### src/rtl/mem_pkg.sv
// -----------------------------------------------------------------------------
// mem_pkg
// Shared definitions for the memory-access pipeline stage:
//   - RISC-V load/store funct3 encodings
//   - FSM state encoding (IDLE / REQ / WAIT)
//   - helpers for store lane steering and misalignment detection
// -----------------------------------------------------------------------------
package mem_pkg;

    // Load funct3 encodings
    localparam logic [2:0] F3_LB  = 3'b000;
    localparam logic [2:0] F3_LH  = 3'b001;
    localparam logic [2:0] F3_LW  = 3'b010;
    localparam logic [2:0] F3_LBU = 3'b100;
    localparam logic [2:0] F3_LHU = 3'b101;

    // Store funct3 encodings
    localparam logic [2:0] F3_SB  = 3'b000;
    localparam logic [2:0] F3_SH  = 3'b001;
    localparam logic [2:0] F3_SW  = 3'b010;

    typedef enum logic [1:0] {
        IDLE = 2'd0,
        REQ  = 2'd1,
        WAIT = 2'd2
    } state_t;

    // Byte enables for a store; funct3[1:0] carries the access size.
    function automatic logic [3:0] store_be(input logic [2:0] funct3,
                                            input logic [1:0] offset);
        logic [3:0] be;
        case (funct3[1:0])
            F3_SB[1:0]: be = 4'b0001 << offset;
            F3_SH[1:0]: be = offset[1] ? 4'b1100 : 4'b0011;
            default:    be = 4'b1111;
        endcase
        return be;
    endfunction

    // Replicate the store datum across every lane it could land in, so the
    // byte enables alone pick the destination bytes.
    function automatic logic [31:0] store_wdata(input logic [2:0]  funct3,
                                                input logic [31:0] data);
        logic [31:0] wd;
        case (funct3[1:0])
            F3_SB[1:0]: wd = {4{data[7:0]}};
            F3_SH[1:0]: wd = {2{data[15:0]}};
            default:    wd = data;
        endcase
        return wd;
    endfunction

    // Halfword with odd address, or word not on a 4-byte boundary.
    function automatic logic is_misaligned(input logic [2:0] funct3,
                                           input logic [1:0] offset);
        logic m;
        case (funct3[1:0])
            F3_SH[1:0]: m = offset[0];
            F3_SW[1:0]: m = (offset != 2'b00);
            default:    m = 1'b0;
        endcase
        return m;
    endfunction

endpackage

### src/rtl/mem_stage_load_align.sv
// -----------------------------------------------------------------------------
// load_align
// Combinational load-data alignment: picks the addressed byte/halfword out of
// the returned memory word and sign- or zero-extends it according to funct3.
// Ports:
//   rdata   in  32  word returned by data memory
//   offset  in  2   byte offset of the load address
//   funct3  in  3   RISC-V load funct3 (LB/LH/LW/LBU/LHU)
//   data    out 32  aligned, extended load result
// -----------------------------------------------------------------------------
import mem_pkg::*;

module load_align (
    input  logic [31:0] rdata,
    input  logic [1:0]  offset,
    input  logic [2:0]  funct3,
    output logic [31:0] data
);

    logic [7:0]  byte_sel;
    logic [15:0] half_sel;

    always_comb begin
        case (offset)
            2'd0:    byte_sel = rdata[7:0];
            2'd1:    byte_sel = rdata[15:8];
            2'd2:    byte_sel = rdata[23:16];
            default: byte_sel = rdata[31:24];
        endcase
        // offset[0] is deliberately ignored for halfwords
        half_sel = offset[1] ? rdata[31:16] : rdata[15:0];

        case (funct3)
            F3_LB:   data = {{24{byte_sel[7]}}, byte_sel};
            F3_LBU:  data = {24'h0, byte_sel};
            F3_LH:   data = {{16{half_sel[15]}}, half_sel};
            F3_LHU:  data = {16'h0, half_sel};
            default: data = rdata;
        endcase
    end

endmodule

### src/rtl/mem_stage.sv
// -----------------------------------------------------------------------------
// mem_stage
// Memory-access stage of the RV32IM 5-stage pipeline. Takes the EX/MEM
// register, issues loads/stores on a valid/ready data-memory port, aligns load
// data and drives the MEM/WB register (also the MEM/WB forwarding source).
//
// Handshake: a request transfers on any cycle where dmem_req_valid_o and
// dmem_req_ready_i are both 1; once valid is raised the request fields stay
// stable until that transfer. Load data is taken on a cycle with
// dmem_rsp_valid_i=1 while in WAIT only (never in the acceptance cycle).
//
// Optional feature (macro MEM_MISALIGN_CHECK_EN): misaligned halfword/word
// accesses are not issued; they retire in one cycle without a register write
// and pulse misalign_o. Without the macro misalign_o is tied 0.
//
// Ports:
//   clk, rst                 clock, synchronous active-high reset
//   valid_i .. funct3_i      EX/MEM register contents
//   stall_o                  hold IF/ID/EX and EX/MEM this cycle (comb)
//   dmem_req_*               data-memory request channel
//   dmem_rsp_*               data-memory load response
//   wb_*                     MEM/WB register
//   misalign_o               misaligned-access pulse
//   dbg_state                current FSM state (debug)
// -----------------------------------------------------------------------------
import mem_pkg::*;

module mem_stage #(
    parameter int ADDR_W = 32
) (
    input  logic              clk,
    input  logic              rst,
    input  logic              valid_i,
    input  logic [31:0]       alu_result_i,
    input  logic [31:0]       store_data_i,
    input  logic [4:0]        rd_addr_i,
    input  logic              reg_write_i,
    input  logic              mem_read_i,
    input  logic              mem_write_i,
    input  logic [2:0]        funct3_i,
    output logic              stall_o,
    output logic              dmem_req_valid_o,
    input  logic              dmem_req_ready_i,
    output logic              dmem_req_we_o,
    output logic [ADDR_W-1:0] dmem_req_addr_o,
    output logic [31:0]       dmem_req_wdata_o,
    output logic [3:0]        dmem_req_be_o,
    input  logic              dmem_rsp_valid_i,
    input  logic [31:0]       dmem_rsp_rdata_i,
    output logic              wb_valid_o,
    output logic [31:0]       wb_data_o,
    output logic [4:0]        wb_rd_addr_o,
    output logic              wb_reg_write_o,
    output logic              misalign_o,
    output logic [1:0]        dbg_state
);

    state_t state;

    // Latched request
    logic [ADDR_W-1:0] addr_q;
    logic              we_q;
    logic [31:0]       wdata_q;
    logic [3:0]        be_q;
    logic [2:0]        funct3_q;
    logic [1:0]        offset_q;
    logic [4:0]        rd_q;
    logic              reg_write_q;

    // Decoded view of the incoming EX/MEM contents
    logic              mem_op;
    logic              is_store;
    logic              mis;
    logic              issue;
    logic [ADDR_W-1:0] in_addr;
    logic [31:0]       in_wdata;
    logic [3:0]        in_be;
    logic [31:0]       load_data;

    always_comb begin
        mem_op   = valid_i & (mem_read_i | mem_write_i);
        is_store = mem_write_i;
`ifdef MEM_MISALIGN_CHECK_EN
        mis      = mem_op & is_misaligned(funct3_i, alu_result_i[1:0]);
`else
        mis      = 1'b0;
`endif
        issue    = mem_op & ~mis;
        in_addr  = {alu_result_i[ADDR_W-1:2], 2'b00};
        in_wdata = store_wdata(funct3_i, store_data_i);
        in_be    = is_store ? store_be(funct3_i, alu_result_i[1:0]) : 4'b1111;
    end

    // Request channel and stall. In IDLE the request comes straight from the
    // inputs so a ready memory accepts it without a bubble.
    always_comb begin
        dmem_req_valid_o = 1'b0;
        dmem_req_we_o    = 1'b0;
        dmem_req_addr_o  = '0;
        dmem_req_wdata_o = 32'h0;
        dmem_req_be_o    = 4'h0;
        stall_o          = 1'b0;
        case (state)
            IDLE: begin
                dmem_req_valid_o = issue;
                dmem_req_we_o    = is_store;
                dmem_req_addr_o  = in_addr;
                dmem_req_wdata_o = in_wdata;
                dmem_req_be_o    = in_be;
                // an accepted store retires now; anything else must wait
                stall_o          = issue & ~(is_store & dmem_req_ready_i);
            end
            REQ: begin
                dmem_req_valid_o = 1'b1;
                dmem_req_we_o    = we_q;
                dmem_req_addr_o  = addr_q;
                dmem_req_wdata_o = wdata_q;
                dmem_req_be_o    = be_q;
                stall_o          = ~(we_q & dmem_req_ready_i);
            end
            WAIT: begin
                stall_o          = ~dmem_rsp_valid_i;
            end
            default: ;
        endcase
    end

    load_align u_load_align (
        .rdata  (dmem_rsp_rdata_i),
        .offset (offset_q),
        .funct3 (funct3_q),
        .data   (load_data)
    );

    always_ff @(posedge clk) begin
        if (rst) begin
            state          <= IDLE;
            wb_valid_o     <= 1'b0;
            wb_data_o      <= 32'h0;
            wb_rd_addr_o   <= 5'd0;
            wb_reg_write_o <= 1'b0;
            addr_q         <= '0;
            we_q           <= 1'b0;
            wdata_q        <= 32'h0;
            be_q           <= 4'h0;
            funct3_q       <= 3'd0;
            offset_q       <= 2'd0;
            rd_q           <= 5'd0;
            reg_write_q    <= 1'b0;
        end else begin
            // bubble unless something retires below
            wb_valid_o     <= 1'b0;
            wb_reg_write_o <= 1'b0;
            case (state)
                IDLE: begin
                    if (valid_i) begin
                        if (!mem_op) begin
                            wb_valid_o     <= 1'b1;
                            wb_data_o      <= alu_result_i;
                            wb_rd_addr_o   <= rd_addr_i;
                            wb_reg_write_o <= reg_write_i & (rd_addr_i != 5'd0);
                        end else if (mis) begin
                            wb_valid_o     <= 1'b1;
                        end else begin
                            addr_q      <= in_addr;
                            we_q        <= is_store;
                            wdata_q     <= in_wdata;
                            be_q        <= in_be;
                            funct3_q    <= funct3_i;
                            offset_q    <= alu_result_i[1:0];
                            rd_q        <= rd_addr_i;
                            reg_write_q <= reg_write_i;
                            if (dmem_req_ready_i) begin
                                if (is_store) begin
                                    wb_valid_o <= 1'b1;
                                end else begin
                                    state <= WAIT;
                                end
                            end else begin
                                state <= REQ;
                            end
                        end
                    end
                end
                REQ: begin
                    if (dmem_req_ready_i) begin
                        if (we_q) begin
                            wb_valid_o <= 1'b1;
                            state      <= IDLE;
                        end else begin
                            state      <= WAIT;
                        end
                    end
                end
                WAIT: begin
                    if (dmem_rsp_valid_i) begin
                        wb_valid_o     <= 1'b1;
                        wb_data_o      <= load_data;
                        wb_rd_addr_o   <= rd_q;
                        wb_reg_write_o <= reg_write_q & (rd_q != 5'd0);
                        state          <= IDLE;
                    end
                end
                default: state <= IDLE;
            endcase
        end
    end

`ifdef MEM_MISALIGN_CHECK_EN
    logic misalign_q;
    always_ff @(posedge clk) begin
        if (rst) begin
            misalign_q <= 1'b0;
        end else begin
            misalign_q <= (state == IDLE) & mis;
        end
    end
    assign misalign_o = misalign_q;
`else
    assign misalign_o = 1'b0;
`endif

    assign dbg_state = state;

endmodule

### config.mk
export PLATFORM = sky130hd
export DESIGN_NAME = mem_stage
export DESIGN_NICKNAME = d
export VERILOG_FILES = /design/src/rtl/mem_pkg.sv /design/src/rtl/mem_stage_load_align.sv /design/src/rtl/mem_stage.sv
export SDC_FILE = /design/constraint.sdc
export NUM_CORES = 1
export LEC_CHECK = 0
export ABC_AREA = 1
export BUFFER_PORTS_ARGS = -buffer_cell sky130_fd_sc_hd__buf_2
export CAP_MARGIN = 15
export CORE_UTILIZATION = 36
export CTS_BUF_LIST = sky130_fd_sc_hd__clkbuf_8
export CTS_CLUSTER_DIAMETER = 120
export DETAILED_ROUTE_END_ITERATION = 8
export GPL_TIMING_DRIVEN = 0
export HOLD_SLACK_MARGIN = 0.05
export SKIP_LAST_GASP = 1
export SLEW_MARGIN = 30
export SYNTH_ARGS = -nofsm -noshare
export SYNTH_HDL_FRONTEND = slang
export SYNTH_SLANG_ARGS = --single-unit
### constraint.sdc
create_clock -name clk -period 2 [get_ports clk]
set_input_delay 0.2 -clock clk [delete_from_list [all_inputs] [get_ports clk]]
set_output_delay 0.2 -clock clk [all_outputs]
set_load 0.005 [all_outputs]
==> run metrics <==
Max-Cap Viols=0; Multi-input gate area=approximately 3100 um^2; status=complete, no violations; Fill cells=roughly 1800; Tcrit/Tclk final=a little over nine tenths; CTS clk-pin slew, worst paths=around 0.08 ns; leakage power=between 4 and 5 nW; Seq/Total Area, Yosys=~39%; 1st-pass router iterations=5; DR iter-0 viols=between 500 and 600; io pins=roughly 230; crit-path cells=inv_2, nor2_4, inv_1, o21ai_0, buf_2; mapped cell area=between 6000 and 7000 um^2; Worst-Margin Slew=0.5275 ns; sequential cell fraction of total power=between 40 and 50%; Slew Limit Fails=0; P&R area growth vs syn=35.22%; Worst path max stage delay=roughly 0.37 ns; CP Launch Type=flop; CTS tree=done; Syn Area/Cell=~6.6 um^2; Worst Path Max Fanout=9; overflow left after global routing=0; Hold WS=0.05829 ns; H-tree levels=4; clock share of power=about 37%; synthesis-stage register bit count=roughly 120; core region area=between 15000 and 20000 um^2; All-Layer GR Usage=26.92%; Post-Synth Adder-Cell Area=0%; Synth warnings=0; dpl ws=-0.02459 ns; power per cell area=between 800 and 900 nW/um^2; total wire length=between 20000 and 25000 um; dpl hpwl=around 18000 um; Reg area=between 2000 and 2500 um^2; Design Area, Final=8297 um^2; XOR/XNOR share of the synthesized area=0%; Die Y=between 100 and 150 um; Die ar.=about 18000 um^2; Crit Path Class=flop to output pin; vias in the first global route=approximately 6900; Synth Instances=between 900 and 1000; RSZ-0062 raised after global routing=true; Slowest-stage cell, CP=dfxtp_4; crit path DAT=between 1.5 and 2 ns; HP Class=input port to flop; # rows=47; Max Root-Sink Buffers=2; Critical Path RT=around 1.8 ns; Psw=2.062 mW; final period demand of the worst path=approximately 2.0 ns; worst vdd ir=0.4620 mV; Int Pwr=between 4 and 5 mW; antenna viol nets, final=0; fraction of synthesized area in multiplexers=0%; final hold viol count=0; Layout Skew=about 0.014 ns; commonest non-fill, non-tap cells in the layout=buf_2 (240), nand2_1 (195), a21oi_1 (153), o21ai_0 (153), dfxtp_1 (117); Via density=5.163; initial core utilization=between 30% and 40%; antenna violations before repair=0; max_slew headroom=roughly 65%; Compound-Gate Fraction of Synth Area=32.77%; combinational share of power=a little under a quarter; Remaining DRCs=0; RePlAce Congestion=approximately 0.9; die width=around 130 um; main combinational cell family by area after synthesis=compound AO/OA/AOI/OAI gates; clock root cell=clkbuf_8; Nets=approximately 1300; Peak Freq=around 0.5 GHz; input/output buffers=219; Sw Ratio=30.63%; layout cells sized above 1=between 20% and 30%; Top Family by Delay on Critical Path=buffers and inverters; Ant. Diodes=0; largest net degree at the start of global routing=20; Worst Slack Setup Final=0.04461 ns; Final Core Density=about half; TritonCTS buffer count=17; Sink Count=roughly 120; worst skew pair latency=between 0.4 and 0.5 ns; first-pass GRT wire length=36590 um; crit path buf inv count=3; post-synthesis simple-gate area fraction=17.82%; most common cell after layout, fill and taps aside=buf_2; placed cell area=7515 um^2; routed via count=~7400; Netlist cell types=25; WL/cell=approximately 17 um; final setup fails=0; Worst Setup End Kind=output pin
[worst paths after layout]
| check | from | end | slack, ns | cells after the start |
|---|---|---|---|---|
| worst min register to register | wdata_q[18]$_SDFFE_PP0P_ | wdata_q[18]$_SDFFE_PP0P_ | 0.46 | 2 |
| worst max-delay path | dbg_state[0]$_SDFFE_PP0P_ | dmem_req_wdata_o[17] | 0.04 | 5 |
| worst min-delay path | rd_addr_i[3] | rd_q[3]$_SDFFE_PP0P_ | 0.06 | 3 |
| worst max register to register | dbg_state[0]$_SDFFE_PP0P_ | wb_data_o[5]$_SDFFE_PP0P_ | 0.20 | 10 |
[state kept, by name (all words and copies together), names as in the netlist, 2 cells and up]
register and cells:
wb_rd_addr_o 5, offset_q 2, be_q 4, addr_q 30, wdata_q 32, wb_data_o 32
dbg_state 2, funct3_q 3, rd_q 5
[worst register-to-register path, cell delays in order, from the launching register on]
cell and delay, ns:
dfxtp_4 0.37, inv_2 0.06, nand2_2 0.18, inv_2 0.13, nand2_2 0.12, o21ai_2 0.09
nor2_4 0.20, buf_2 0.28, o21ai_1 0.11, nor2_1 0.12, nor2_1 0.04
[cells in the mapped netlist (all sizes together)]
library cell  number  area, um^2
buf               28       150.2
a22o              21       183.9
o211ai            10       75.07
a21oi            153       765.7
nor2              51       206.5
clkbuf            45       168.9
nor4               1       6.260
a211oi             1       7.510
o21ai            191       959.7
nand3             20       100.1
nor3               1       5.000
nand2            200       763.2
nand4              2       12.51
inv               87       326.6
o22ai              2       12.51
a31oi              1       6.260
dfxtp            119        2382
conb               1       3.750
[power by group through the flow]
stage / clock [mW] / combinational, mW / sequential [mW]
3_3_place_gp: 0 / 1.48 / 2.74
3_5_place_dp: 0 / 1.49 / 2.74
4_1_cts: 2.49 / 1.55 / 2.69
5_1_grt: 2.60 / 1.74 / 2.72
2_1_floorplan: 0 / 0.835 / 2.74
6_report: 2.47 / 1.57 / 2.70
[what timing repair did]
action	in CTS	in global routing
setup buffers	2	0
endpoints found under the hold margin	30	0
setup endpoints to repair	69	60
hold buffers	27	0
gates resized for setup	27	14
pin swaps	1	1
[cells by family after synthesis]
logic type | Yosys count
compound gates | 379
buf+inv | 160
flops | 119
other cells | 1
simple gates | 275
[final cells by class]
class	count	area share (%)
inverter	87	3.936
sequential	119	28.77
buffer	72	4.268
tap	220	3.318
clock inverter	11	1.870
multi-input combinational	657	37.70
clock buffer	21	3.484
timing repair buffer	248	16.65
[layer usage]
metal	up-vias	global-route usage [%]	part of all wire [%]
li1	3639	-	-
met1	3433	37.20	47
met2	287	41.20	45
met3	50	5.057	5.8
met4	0	10.73	3.0
met5	-	0	0
[through the flow]
step / cells / power, mW / TNS (ns)
finish: 1435 / 6.734 / 0
detailed placement: 1375 / 4.235 / -0.06257
floorplan: 936 / 3.571 / 0
global route: 1435 / 7.058 / -0.04890
CTS: 1435 / 6.741 / -0.2743
global placement: 1375 / 4.227 / 0
Note: power is estimated with default switching activity, not from simulation.
